File: src/rtl/mem_ctrl_pkg.sv
// Shared definitions for the M-stage data-memory controller and its
// byte-enable generator: opcodes, FSM encoding, byte-enable constants.
package mem_ctrl_pkg;

  localparam int unsigned OP_W   = 6;
  localparam int unsigned ADDR_W = 32;
  localparam int unsigned DATA_W = 32;
  localparam int unsigned BE_W   = 4;

  localparam logic [OP_W-1:0] OP_LW = 6'b100011;
  localparam logic [OP_W-1:0] OP_LH = 6'b100001;
  localparam logic [OP_W-1:0] OP_LB = 6'b100000;
  localparam logic [OP_W-1:0] OP_SW = 6'b101011;
  localparam logic [OP_W-1:0] OP_SH = 6'b101001;
  localparam logic [OP_W-1:0] OP_SB = 6'b101000;

  localparam logic [BE_W-1:0] BE_NONE    = 4'b0000;
  localparam logic [BE_W-1:0] BE_WORD    = 4'b1111;
  localparam logic [BE_W-1:0] BE_HALF_LO = 4'b0011;
  localparam logic [BE_W-1:0] BE_HALF_HI = 4'b1100;
  localparam logic [BE_W-1:0] BE_BYTE0   = 4'b0001;

  typedef enum logic [1:0] {
    ST_IDLE = 2'd0,
    ST_BUSY = 2'd1,
    ST_DONE = 2'd2
  } state_e;

  // Command held on the data bus for the whole transaction
  typedef struct packed {
    logic [ADDR_W-1:0] addr;
    logic              we;
    logic [BE_W-1:0]   be;
    logic [DATA_W-1:0] wdata;
  } bus_cmd_t;

endpackage

File: src/rtl/m_be_gen.sv
// Decodes a load/store opcode into access type, alignment check,
// byte enables and lane-replicated store data.
module m_be_gen
  import mem_ctrl_pkg::*;
(
  input  logic [OP_W-1:0]   opcode,
  input  logic [1:0]        addr_lo,
  input  logic [DATA_W-1:0] wdata,
  output logic              is_load,
  output logic              is_store,
  output logic              misaligned,
  output logic [BE_W-1:0]   be,
  output logic [DATA_W-1:0] wdata_steered
);

  always_comb begin
    is_load       = 1'b0;
    is_store      = 1'b0;
    misaligned    = 1'b0;
    be            = BE_NONE;
    wdata_steered = wdata;
    case (opcode)
      OP_LW, OP_SW: begin
        is_load    = (opcode == OP_LW);
        is_store   = (opcode == OP_SW);
        misaligned = |addr_lo;
        be         = BE_WORD;
      end
      OP_LH, OP_SH: begin
        is_load       = (opcode == OP_LH);
        is_store      = (opcode == OP_SH);
        misaligned    = addr_lo[0];
        be            = addr_lo[1] ? BE_HALF_HI : BE_HALF_LO;
        wdata_steered = {2{wdata[15:0]}};
      end
      OP_LB, OP_SB: begin
        is_load       = (opcode == OP_LB);
        is_store      = (opcode == OP_SB);
        be            = BE_BYTE0 << addr_lo;
        wdata_steered = {4{wdata[7:0]}};
      end
      default: ;
    endcase
  end

endmodule

File: src/rtl/m_mem_ctrl.sv
// M-stage data-memory access controller: accepts an aligned load/store,
// runs one req/ack bus transaction with timeout, stalls the pipeline meanwhile.
module m_mem_ctrl
  import mem_ctrl_pkg::*;
#(
  parameter int unsigned TIMEOUT = 16,
  parameter int unsigned CNT_W   = 5
)
(
  input  logic              clk,
  input  logic              reset,
  input  logic [31:0]       instr,
  input  logic [ADDR_W-1:0] addr,
  input  logic [DATA_W-1:0] wdata,
  output logic              stall,
  output logic              bus_req,
  output logic              bus_we,
  output logic [ADDR_W-1:0] bus_addr,
  output logic [BE_W-1:0]   bus_be,
  output logic [DATA_W-1:0] bus_wdata,
  input  logic              bus_ack,
  input  logic [DATA_W-1:0] bus_rdata,
  output logic [DATA_W-1:0] rdata,
  output logic              rdata_valid,
  output logic              exc_adel,
  output logic              exc_ades,
  output logic              bus_err
);

  logic              is_load;
  logic              is_store;
  logic              misaligned;
  logic [BE_W-1:0]   be_c;
  logic [DATA_W-1:0] wdata_c;
  logic              unused_instr;

  state_e            state_q;
  state_e            state_d;
  logic [CNT_W-1:0]  cnt_q;
  logic              ld_q;
  bus_cmd_t          cmd_q;

  logic              accept;
  logic              ack_hit;
  logic              tmo_hit;
  logic              cnt_last;

  assign unused_instr = ^instr[25:0];

  m_be_gen u_be_gen (
    .opcode        (instr[31:26]),
    .addr_lo       (addr[1:0]),
    .wdata         (wdata),
    .is_load       (is_load),
    .is_store      (is_store),
    .misaligned    (misaligned),
    .be            (be_c),
    .wdata_steered (wdata_c)
  );

  always_ff @(posedge clk or negedge reset) begin
    if (!reset) state_q <= ST_IDLE;
    else        state_q <= state_d;
  end

  always_comb begin
    state_d = state_q;
    case (state_q)
      ST_IDLE: if (accept) state_d = ST_BUSY;
      ST_BUSY: if (ack_hit || tmo_hit) state_d = ST_DONE;
      ST_DONE: state_d = ST_IDLE;
      default: state_d = ST_IDLE;
    endcase
  end

  // Decode of the current state; everything is held quiet while reset is low
  always_comb begin
    accept   = 1'b0;
    stall    = 1'b0;
    exc_adel = 1'b0;
    exc_ades = 1'b0;
    ack_hit  = 1'b0;
    tmo_hit  = 1'b0;
    cnt_last = (cnt_q == CNT_W'(TIMEOUT - 1));
    case (state_q)
      ST_IDLE: begin
        if (reset) begin
          accept   = (is_load | is_store) & ~misaligned;
          exc_adel = is_load & misaligned;
          exc_ades = is_store & misaligned;
          stall    = accept;
        end
      end
      ST_BUSY: begin
        stall   = 1'b1;
        ack_hit = bus_ack;
        tmo_hit = ~bus_ack & cnt_last;
      end
      default: ;
    endcase
  end

  // Bus command, timeout counter and read-return registers
  always_ff @(posedge clk or negedge reset) begin
    if (!reset) begin
      cmd_q       <= '0;
      bus_req     <= 1'b0;
      cnt_q       <= '0;
      ld_q        <= 1'b0;
      rdata       <= '0;
      rdata_valid <= 1'b0;
      bus_err     <= 1'b0;
    end else begin
      rdata_valid <= 1'b0;
      bus_err     <= 1'b0;
      if (accept) begin
        cmd_q.addr  <= {addr[31:2], 2'b00};
        cmd_q.we    <= is_store;
        cmd_q.be    <= be_c;
        cmd_q.wdata <= wdata_c;
        bus_req     <= 1'b1;
        cnt_q       <= '0;
        ld_q        <= is_load;
      end else if (ack_hit) begin
        bus_req     <= 1'b0;
        rdata_valid <= ld_q;
        if (ld_q) rdata <= bus_rdata;
      end else if (tmo_hit) begin
        bus_req     <= 1'b0;
        rdata       <= '0;
        rdata_valid <= ld_q;
        bus_err     <= 1'b1;
      end else if (state_q == ST_BUSY) begin
        cnt_q <= cnt_q + CNT_W'(1);
      end
    end
  end

  assign bus_addr  = cmd_q.addr;
  assign bus_we    = cmd_q.we;
  assign bus_be    = cmd_q.be;
  assign bus_wdata = cmd_q.wdata;

endmodule

File: config.mk
export PLATFORM = sky130hd
export DESIGN_NAME = m_mem_ctrl
export DESIGN_NICKNAME = d
export VERILOG_FILES = /design/src/rtl/mem_ctrl_pkg.sv /design/src/rtl/m_be_gen.sv /design/src/rtl/m_mem_ctrl.sv
export SDC_FILE = /design/constraint.sdc
export NUM_CORES = 1
export LEC_CHECK = 0
export BUFFER_PORTS_ARGS = -buffer_cell sky130_fd_sc_hd__buf_2
export CAP_MARGIN = 20
export CORE_MARGIN = 2
export CORE_UTILIZATION = 47
export CTS_CLUSTER_SIZE = 12
export DETAILED_ROUTE_END_ITERATION = 10
export PLACE_DENSITY = 0.81
export SLEW_MARGIN = 15
export SYNTH_ARGS = -nofsm -noshare
export SYNTH_HDL_FRONTEND = slang
export SYNTH_HIERARCHICAL = 1
export SYNTH_SLANG_ARGS = --single-unit
File: constraint.sdc
create_clock -name clk -period 2.4 [get_ports clk]
set_clock_uncertainty 0.15 [all_clocks]
set_input_delay 0.12 -clock clk [delete_from_list [all_inputs] [get_ports clk]]
set_output_delay 0.12 -clock clk [all_outputs]
set_load 0.01 [all_outputs]
==> tab_implementation.tex <==
\begin{tabular}{lr}
\hline
Metric & Value \\
\hline
\multicolumn{2}{l}{\textbf{Run status}} \\
\quad Run status & finished clean \\
\multicolumn{2}{l}{\textbf{Min path}} \\
\quad Cells on Worst Hold Path & 4 \\
\quad Hold/Removal Path Class & in2reg \\
\quad Hold Crit Endpoint & bus\_wdata[25] \\
\quad Origin of the worst min-delay path & wdata[25] \\
\multicolumn{2}{l}{\textbf{Final layout}} \\
\quad Layout cells sized above 1 & 49.8\% \\
\quad Number of nets in the finished design & 775 \\
\quad Growth of design area from synthesis to finish & 46.8\% \\
\multicolumn{2}{l}{\textbf{Setup path}} \\
\quad Critical path class & in2out \\
\quad Capture point of the worst reg-to-reg path & cnt\_q[3] \\
\quad Register-to-Register Path Depth & 6 \\
\quad Worst R2R Setup Slack & 0.18 ns \\
\quad Startpoint type of the worst setup path & input pin \\
\quad Largest fanout of any net on the critical path & 7 \\
\quad Critical Path AT & 1.95 ns \\
\quad CP Launch Point & addr[1] \\
\quad Nature of the critical path endpoint & output port \\
\quad Critical path required time & 2.13 ns \\
\quad Worst flop-to-flop path startpoint & cnt\_q[0] \\
\multicolumn{2}{l}{\textbf{Synthesis}} \\
\quad Flop and latch count out of synthesis & 110 \\
\quad Number of synthesized flops with an enable pin & 0 \\
\quad Ys async rst share & 100\% \\
\quad Primary FF master, synth & dfrtp\_1 \\
\quad Syn Inst Count & 344 \\
\quad Count of synthesis-stage warnings from yosys & 6 \\
\quad Netlist cell types & 34 \\
\quad Register area share after synthesis & 55.1\% \\
\quad Avg Inst Size Synth & 14.5 µm² \\
\quad Post-synth design cell area & 4990 µm² \\
\multicolumn{2}{l}{\textbf{Global routing}} \\
\quad Number of antenna violations at the first check in global routing & 1 \\
\quad GRT Util Overall & 25.9\% \\
\quad Largest net degree at the start of global routing & 54 \\
\quad Global-route wire length before repair & 22700 µm \\
\quad GRT Residual Overflow & 0 \\
\quad Vias in the first global route & 4351 \\
\multicolumn{2}{l}{\textbf{Timing}} \\
\quad Worst relative slew slack & 55.6\% \\
\quad RSZ-0062 raised after global routing & false \\
\quad Achievable Freq & 450 MHz \\
\quad Setup violation total in the final timing report & 0 \\
\quad Minimum period implied by the final worst setup slack & 2.22 ns \\
\quad Final period utilization & 92.6\% \\
\quad Setup slack of the critical path after layout & 0.179 ns \\
\quad Total negative slack for setup checks & 0 ns \\
\quad Hold violation count in the final report & 0 \\
\quad Pin slew with the least headroom to its limit & 0.666 ns \\
\quad Final Max Slew Viols & 0 \\
\multicolumn{2}{l}{\textbf{Die}} \\
\quad Number of rows in the core area & 37 \\
\quad Full die area & 11500 µm² \\
\quad Number of ports placed on the die boundary & 238 \\
\quad Floorplan die height & 107 µm \\
\quad Initial Utilization & 48.4\% \\
\quad Die Width & 107 µm \\
\quad Core region area & 10300 µm² \\
\multicolumn{2}{l}{\textbf{Clock network}} \\
\quad \# hold bufs at CTS & 95 \\
\quad CTS tree & done \\
\quad Number of setup buffers added after CTS & 0 \\
\quad Clk Latency, worst-skew pair & 0.36 ns \\
\quad Clock buffers created by TritonCTS & 9 \\
\quad CTS H-tree depth & 3 \\
\quad Number of clock sinks seen by CTS & 110 \\
\quad \# resized after CTS & 0 \\
\quad Root buffer cell & clkbuf\_8 \\
\quad Maximum clock path buffer count & 2 \\
\quad Clock input transition at the sequential cells of the worst setup and hold paths & 0.10 ns \\
\multicolumn{2}{l}{\textbf{Place}} \\
\quad Post-detail-place hpwl & 8540 µm \\
\quad I/O Buffers & 209 \\
\quad Worst slack, placed & 0.203 ns \\
\quad Routability-driven placement congestion ratio & 0.770 \\
\multicolumn{2}{l}{\textbf{Routing}} \\
\quad Vias per inst & 5.20 \\
\quad Final routed DRC violation total & 0 \\
\quad Highest signal layer in the routed design & met4 \\
\quad Wire length on met1 & 5470 µm \\
\quad Via count & 4078 \\
\quad Count of antenna-violating nets left after detailed routing & 0 \\
\quad Met2 layer wire length in the routed design & 7470 µm \\
\quad Sum of met3 wire segment lengths after detailed routing & 1220 µm \\
\quad Final wirelength & 14600 µm \\
\quad Starting DRC count in detailed routing & 297 \\
\quad Count of TritonRoute iterations in the first routing pass & 4 \\
\quad Routed wire per std cell & 18.6 µm \\
\multicolumn{2}{l}{\textbf{Pwr}} \\
\quad Net load switching power & 0.00176 W \\
\quad Power share of the combinational group & 32.3\% \\
\quad Power density over cell area & 806 nW/µm² \\
\quad Flop pwr share & 45.5\% \\
\quad Internal cell power & 0.00415 W \\
\quad Proportion of power drawn by the clock network & 22.2\% \\
\quad Leakage power summed over all cells & 3.94 nW \\
\quad Worst IR Drop VDD & 0.408 mV \\
\quad Switching part of the total & 29.8\% \\
\multicolumn{2}{l}{\textbf{Job}} \\
\quad Total of max-cap violations & 0 \\
\hline
\end{tabular}
-- sequential cells by signal, summed over array words and instances, names as in the netlist, 2 cells and up --
signal / cells
bus_be: 4
cnt_q: 5
rdata: 32
bus_addr: 30
bus_wdata: 32
state_q: 2
-- logic make-up (layout without fill, tap and decap cells) --
kind of cell             after synthesis  count (layout)  synth area share (%)
AO/OA/AOI/OAI                         59              59                  8.92
adder cells (fa/ha/maj)                2               2                 0.501
buffers and inverters                 38             340                  4.88
flip-flops                           110             110                  55.1
multiplexers                          91              91                  25.3
other                                  1               3                0.0751
AND/OR/NAND/NOR                       43              43                  5.24
-- worst max path at each step --
stage               endpoint  slack, ns  depth (start not counted)
4_1_cts                stall       0.16                          8
5_1_grt             cnt_q[0]       0.05                          6
2_1_floorplan       cnt_q[3]       0.37                          7
3_5_place_dp        cnt_q[3]       0.20                          6
3_3_place_gp   bus_wdata[22]       0.22                          8
6_report               stall       0.18                          8
-- metrics by stage --
step,cell area (µm²),std cells,utilization [%],power [W],hold WS [ns]
2_1_floorplan,5000,345,-,0.00365,-0.326
3_5_place_dp,6130,672,59.4,0.00443,-0.177
6_report,7330,784,71.0,0.00591,0.0298
3_3_place_gp,6130,672,59.4,0.00437,-0.181
5_1_grt,7330,784,71.0,0.00622,0.0256
4_1_cts,7330,783,71.0,0.00589,0.00145
-- layer usage --
metal / GRT usage [%] / vias to the layer above
li1: - / 1822
met1: 29.6 / 2006
met2: 45.3 / 215
met3: 6.69 / 35
met4: 11.9 / 0
met5: 0 / -
-- layout by cell type, fill, tap and decap left out, drive strengths merged, types with 3 or more instances in the layout --
master,count
nor2,18
mux2,83
a21oi,9
nor2b,3
a22o,33
clkinv,3
buf,220
inv,10
nand2,6
o211ai,3
clkbuf,9
o21ai,10
dlygate4sd3,95
dfrtp,110
mux2i,8
bufinv,3
-- area by class of cell --
| class | count | area (µm²) |
|---|---|---|
| flip-flops and latches | 110 | 2750 |
| inverters | 9 | 33.8 |
| fillers | 657 | 2990 |
| clock buffers | 9 | 124 |
| diodes | 1 | 2.50 |
| clock inverters | 7 | 121 |
| repair buffers | 315 | 2120 |
| well taps | 136 | 170 |
| multi-input cells | 197 | 2010 |
-- synth_stat cells, types with 3 or more instances --
library cell  count  share of area [%]
a21oi_1           9               0.90
a22o_1           33                5.8
buf_2             6               0.60
buf_4            11                1.7
buf_6             7                1.6
clkbuf_1          3               0.23
dfrtp_1         110                 55
inv_1             9               0.68
mux2_2           17                3.8
mux2_4           66                 20
mux2i_1           8                1.6
nand2_1           6               0.45
nor2_1           18                1.4
nor2b_1           3               0.38
o211ai_1          3               0.45
o21ai_0           9               0.90
-- power groups by stage --
stage,combinational [W],sequential [W],clock (W)
global placement,0.00172,0.00265,0
CTS,0.00188,0.00265,0.00135
global route,0.00204,0.00275,0.00143
floorplan,0.000744,0.00290,0
detailed placement,0.00176,0.00268,0
finish,0.00191,0.00269,0.00131
-- worst max-delay path: stages --
cell,delay (ns)
dlygate4sd3_1,0.53
buf_2,0.13
a21oi_1,0.14
and3b_1,0.27
nor4b_4,0.34
o21ai_4,0.19
nand2_1,0.10
buf_2,0.12
(Power assumes the default switching activity.)
